==> src/rtl/dsm_pkg.sv <==
// Shared definitions for the DSM receive path: CIC register width, the
// bitstream-to-level mapping and a generic saturating narrower.
package dsm_pkg;

    localparam int DSM_BIT_POS = 1;
    localparam int DSM_BIT_NEG = -1;

    function automatic int cic_width(input int order, input int decim_log2);
        return order * decim_log2 + 2;
    endfunction

    // Clamps value to the signed range of 'width' bits; sat reports a clamp.
    function automatic logic signed [31:0] sat_to_width(
        input  logic signed [31:0] value,
        input  int                 width,
        output logic               sat
    );
        logic signed [31:0] hi;
        logic signed [31:0] lo;
        logic signed [31:0] result;
        hi     = (32'sd1 <<< (width - 1)) - 32'sd1;
        lo     = -(32'sd1 <<< (width - 1));
        result = value;
        sat    = 1'b0;
        if (value > hi) begin
            result = hi;
            sat    = 1'b1;
        end else if (value < lo) begin
            result = lo;
            sat    = 1'b1;
        end
        return result;
    endfunction

endpackage

==> src/rtl/dsm_cic_decimator_comb.sv <==
// Single CIC comb stage: o_data = i_data - previous accepted i_data, with the
// delay register advancing only on the decimated-rate enable.
module cic_comb
    import dsm_pkg::*;
#(
    parameter int W = 10
) (
    input  logic         i_clk,
    input  logic         i_rst_n,
    input  logic         i_en,
    input  logic [W-1:0] i_data,
    output logic [W-1:0] o_data
);

    logic [W-1:0] dly_q;
    logic [W-1:0] dly_d;

    // NOTE: assign the hold value first so every path writes dly_d and no latch is inferred.
    always_comb begin
        dly_d = dly_q;
        if (i_en) begin
            dly_d = i_data;
        end
    end

    // NOTE: state registers use non-blocking assignment so all flops update from pre-edge values.
    always_ff @(posedge i_clk or negedge i_rst_n) begin
        if (!i_rst_n) begin
            dly_q <= '0;
        end else begin
            dly_q <= dly_d;
        end
    end

    // Modulo-2^W difference; intermediate wrap cancels across the chain.
    assign o_data = i_data - dly_q;

endmodule

==> src/rtl/dsm_cic_decimator.sv <==
// sinc^ORDER decimator turning a 1-bit DSM stream into signed PCM samples.
// Optional build macro DSM_DEC_WARMUP_SUPPRESS_EN hides the first ORDER outputs after reset.
module dsm_cic_decimator
    import dsm_pkg::*;
#(
    parameter int DATA_WIDTH = 4,
    parameter int ORDER      = 2,
    parameter int DECIM_LOG2 = 4
) (
    input  logic                         i_clk,
    input  logic                         i_rst_n,
    input  logic                         i_sample,
    input  logic                         i_bit,
    output logic signed [DATA_WIDTH-1:0] o_data,
    output logic                         o_valid,
    output logic                         o_sat
);

    localparam int W     = cic_width(ORDER, DECIM_LOG2);
    localparam int SHIFT = W - 1 - DATA_WIDTH;

    logic [1:0]            rst_sync_q;
    logic [1:0]            rst_sync_d;
    logic                  rst_sync_n;
    logic [W-1:0]          int_q [ORDER];
    logic [W-1:0]          int_d [ORDER];
    logic [DECIM_LOG2-1:0] cnt_q;
    logic [DECIM_LOG2-1:0] cnt_d;
    logic                  dec_stb_q;
    logic                  dec_stb_d;
    logic [W-1:0]          snap_q;
    logic [W-1:0]          snap_d;
    logic                  blk_done;
    logic [W-1:0]          comb_w [ORDER+1];
    logic                  present;
    logic signed [DATA_WIDTH-1:0] o_data_q;
    logic signed [DATA_WIDTH-1:0] o_data_d;
    logic                  o_valid_q;
    logic                  o_valid_d;
    logic                  o_sat_q;
    logic                  o_sat_d;

    // Reset asserts asynchronously, releases two edges later in the clock domain.
    always_comb begin
        rst_sync_d = {rst_sync_q[0], 1'b1};
    end

    always_ff @(posedge i_clk or negedge i_rst_n) begin
        if (!i_rst_n) begin
            rst_sync_q <= '0;
        end else begin
            rst_sync_q <= rst_sync_d;
        end
    end

    assign rst_sync_n = rst_sync_q[1];

    // Each stage adds the freshly updated stage before it, so the value
    // latched on the block-completing edge already includes the R-th bit.
    always_comb begin
        logic [W-1:0] acc;
        acc = i_bit ? W'(DSM_BIT_POS) : W'(DSM_BIT_NEG);
        for (int k = 0; k < ORDER; k++) begin
            acc      = acc + int_q[k];
            int_d[k] = i_sample ? acc : int_q[k];
        end
    end

    for (genvar k = 0; k < ORDER; k++) begin : g_integ
        // NOTE: the integrator array is reset like any flop; a stale sum would corrupt every later block.
        always_ff @(posedge i_clk or negedge rst_sync_n) begin
            if (!rst_sync_n) begin
                int_q[k] <= '0;
            end else begin
                int_q[k] <= int_d[k];
            end
        end
    end

    always_comb begin
        blk_done  = i_sample && (cnt_q == '1);
        cnt_d     = i_sample ? cnt_q + 1'b1 : cnt_q;
        dec_stb_d = blk_done;
        snap_d    = blk_done ? int_d[ORDER-1] : snap_q;
    end

    always_ff @(posedge i_clk or negedge rst_sync_n) begin
        if (!rst_sync_n) begin
            cnt_q     <= '0;
            dec_stb_q <= 1'b0;
            snap_q    <= '0;
        end else begin
            cnt_q     <= cnt_d;
            dec_stb_q <= dec_stb_d;
            snap_q    <= snap_d;
        end
    end

    assign comb_w[0] = snap_q;

    for (genvar k = 0; k < ORDER; k++) begin : g_comb
        cic_comb #(
            .W (W)
        ) u_comb (
            .i_clk   (i_clk),
            .i_rst_n (rst_sync_n),
            .i_en    (dec_stb_q),
            .i_data  (comb_w[k]),
            .o_data  (comb_w[k+1])
        );
    end

`ifdef DSM_DEC_WARMUP_SUPPRESS_EN
    localparam int WARM_W = $clog2(ORDER + 1);

    logic [WARM_W-1:0] warm_q;
    logic [WARM_W-1:0] warm_d;

    // Counts decimated outputs up to ORDER; outputs surface only once it is full.
    always_comb begin
        warm_d  = warm_q;
        present = 1'b0;
        if (dec_stb_q) begin
            if (warm_q == WARM_W'(ORDER)) begin
                present = 1'b1;
            end else begin
                warm_d = warm_q + 1'b1;
            end
        end
    end

    always_ff @(posedge i_clk or negedge rst_sync_n) begin
        if (!rst_sync_n) begin
            warm_q <= '0;
        end else begin
            warm_q <= warm_d;
        end
    end
`else
    always_comb begin
        present = dec_stb_q;
    end
`endif

    always_comb begin
        logic signed [W-1:0]  y_w;
        logic signed [31:0]   y_sat;
        logic                 sat_flag;
        y_w       = $signed(comb_w[ORDER]) >>> SHIFT;
        y_sat     = sat_to_width(32'(y_w), DATA_WIDTH, sat_flag);
        o_valid_d = 1'b0;
        o_data_d  = o_data_q;
        o_sat_d   = o_sat_q;
        if (present) begin
            o_valid_d = 1'b1;
            o_data_d  = DATA_WIDTH'(y_sat);
            o_sat_d   = sat_flag;
        end
    end

    always_ff @(posedge i_clk or negedge rst_sync_n) begin
        if (!rst_sync_n) begin
            o_data_q  <= '0;
            o_valid_q <= 1'b0;
            o_sat_q   <= 1'b0;
        end else begin
            o_data_q  <= o_data_d;
            o_valid_q <= o_valid_d;
            o_sat_q   <= o_sat_d;
        end
    end

    assign o_data  = o_data_q;
    assign o_valid = o_valid_q;
    assign o_sat   = o_sat_q;

endmodule

==> config.mk <==
export PLATFORM = sky130hd
export DESIGN_NAME = dsm_cic_decimator
export DESIGN_NICKNAME = d
export VERILOG_FILES = /design/src/rtl/dsm_pkg.sv /design/src/rtl/dsm_cic_decimator_comb.sv /design/src/rtl/dsm_cic_decimator.sv
export SDC_FILE = /design/constraint.sdc
export NUM_CORES = 1
export LEC_CHECK = 0
export CAP_MARGIN = 15
export CORE_MARGIN = 4
export CORE_UTILIZATION = 40
export DETAILED_ROUTE_END_ITERATION = 6
export HOLD_SLACK_MARGIN = 0.03
export PLACE_DENSITY = 0.6
export SETUP_SLACK_MARGIN = 0.15
export SLEW_MARGIN = 20
export SYNTH_ARGS = -nofsm -noshare
export SYNTH_HDL_FRONTEND = slang
export SYNTH_HIERARCHICAL = 1
export SYNTH_SLANG_ARGS = --single-unit
==> constraint.sdc <==
create_clock -name i_clk -period 2.95 [get_ports i_clk]
set_clock_uncertainty 0.15 [all_clocks]
set_input_delay 0.59 -clock i_clk [delete_from_list [all_inputs] [get_ports i_clk]]
set_output_delay 0.59 -clock i_clk [all_outputs]
set_load 0.02 [all_outputs]
==> impl_metrics.ini <==
[status]
outcome = complete, but fails checks
violations = setup timing

[critical_path]
crit_top_cell = ha_4
reg2reg_depth = 16
cp_cell_sequence = buf_8, clkinvlp_4, ha_4, nor2b_1, o21ai_1, a21oi_2, o21ai_2, nor2b_4, xnor2_2, ha_4, a21o_4, a2111oi_4, or2_1, o311ai_2, xor2_1, mux2i_1, nand2_1
arrival_ps = 3480
cp-end-kind = register
worstSetupPathType = input pin to register
r2r_start = snap_q[0]$_DFFE_PN0P_
cp.required_ps = 3020
reg2reg_to = o_data[0]$_DFFE_PN0P_
crit_slowest_cell = xor2_1
setup.worst_path.start_class = input pin
critPathMaxFanout = 4
crit_path_max_incr_delay_ps = 260
reg2reg_slack_ps = -450

[clocking]
clk_latency_ps = 330
cts_hold_buf = 0
root_buffer = clkbuf_8
clk_pin_slew_worst_paths_ps = 70
cts_max_path_buffers = 2
cts_htree_levels = 3
cts_sinks = 63
cts_made_buffers = 9
cts_tree = done

[finish]
final_nets = 530
antennaDiodeCount = 0
drive_above_1_share_pct = 40.9
multi_input_area_um2 = 2640
syn_to_final_growth_pct = 37.1
post-route-util_pct = 56.1
nFillCells = 866
seqCellArea_um2 = 1580

[floorplanning]
row_count = 36
dieWidth_um = 108
initial_core_util_pct = 40.9
dieHeight_um = 108
die_area_um2 = 11600
pin_count = 10
core_area_um2 = 9730

[sta]
finalMaxSlewViolations = 0
setup_viol = 14
max-slew-margin-rel_pct = 42.4
setup_ws_ps = -451
grt_setup_unrepaired = true
fin_crit_ps = 3400
max_freq_mhz = 294
period_share_pct = 115
finalHoldViolCount = 0
tightest_slew_ps = 865

[synth]
syn-mean-instance-area_um2 = 10.2
synth_nets = 433
yosys_warnings = 6
syn_inst = 389
netlist_area_um2 = 3980

[drt]
drt_wl_total_um = 8300
drt_first_pass_iters = 4
wire_per_inst_um = 13.3
first_iter_violations = 80
vias_per_cell = 4.99
drtAntennaViolNets = 0
vias = 3116
drc = 0

[worst_hold_path]
min_path_cells = 0
worstHoldEndpoint = rst_sync_q[1]$_DFF_PN0_
hold_class = register to register
hp-start = rst_sync_q[0]$_DFF_PN0_

[flow_run]
maxCapViolCount = 0

[global_routing]
gr-total-overflow = 0
grt_pass1_vias = 3283
grt_max_degree = 62
grt_pass1_wl_um = 14600
grt_util_all_layers_pct = 15.6
grt_antenna_before_repair = 0

[placed_design]
io_buffers = 9
place_congestion = 0.842
dpl.hpwl_um = 5920
## worst max-delay path by stage
| stage | startpoint | endpoint | slack [ps] | depth (start not counted) |
|---|---|---|---|---|
| final | i_bit | snap_q[9]$_DFFE_PN0P_ | -450 | 17 |
| after global routing | int_q[11]$_DFFE_PN0P_ | snap_q[9]$_DFFE_PN0P_ | -660 | 16 |
| after CTS | i_bit | snap_q[9]$_DFFE_PN0P_ | -550 | 17 |
| after detailed placement | i_bit | snap_q[9]$_DFFE_PN0P_ | -1440 | 17 |
| after global placement | i_bit | snap_q[9]$_DFFE_PN0P_ | -1310 | 16 |
| after floorplan | i_bit | snap_q[9]$_DFFE_PN0P_ | -620 | 16 |
## what timing repair did
item / 4_1_cts / 5_1_grt
buffers inserted: 6 / 10
gates cloned: 0 / 0
endpoints found under the setup margin: 23 / 16
pin swaps: 19 / 36
resized for setup: 32 / 36
## worst max-delay path: cells and delay by family
family / cells / cell delay (ps)
AO/OA/AOI/OAI: 6 / 990
AND/OR/NAND/NOR: 4 / 550
adder cells (fa/ha/maj): 2 / 490
XOR/XNOR: 2 / 400
buffers and inverters: 2 / 230
multiplexers: 1 / 230
## flip-flops by register name, summed over array words and instances, names as in the netlist, 2 cells and up
name                 flops
o_data                   4
g_comb.u_comb/dly_q     20
int_q                   20
rst_sync_q               2
cnt_q                    4
snap_q                  10
## final cells by class
type | instances | area share [%]
Sequential cell | 63 | 28.9
Multi-Input combinational cell | 281 | 48.3
Clock buffer | 12 | 2.84
Inverter | 33 | 2.34
Tap cell | 133 | 3.05
Clock inverter | 4 | 0.367
Timing Repair Buffer | 98 | 14.2
## placed cells by master (no fill, tap or decap), drive strengths merged, types with 5 or more instances in the layout
cell type / instances
clkbuf: 12
mux2: 31
nand2: 30
nand2b: 5
dfrtp: 63
xor2: 6
inv: 32
ha: 36
nor2: 17
a21o: 8
clkdlybuf4s50: 8
xnor2: 27
a211oi: 7
o21ai: 26
buf: 90
nand4: 7
a21oi: 23
## per-stage QoR
step	TNS (ps)	std cells	hold slack [ps]	cell area, um^2	setup slack [ps]
floorplan	-3450	389	144	4080	-615
global placement	-15950	592	187	4820	-1310
detailed placement	-17450	592	186	4820	-1440
CTS	-4350	614	201	5190	-546
global route	-7040	624	224	5460	-661
finish	-4700	624	197	5460	-451
## layer usage
metal	track usage [%]	routed length (um)
met1	18.4	3480
met3	4.32	229
met2	28.0	4510
met5	0	0
met4	3.70	68
Power is not shown: default switching activity piles up to over one toggle a cycle in this logic, so the estimate is an artifact.
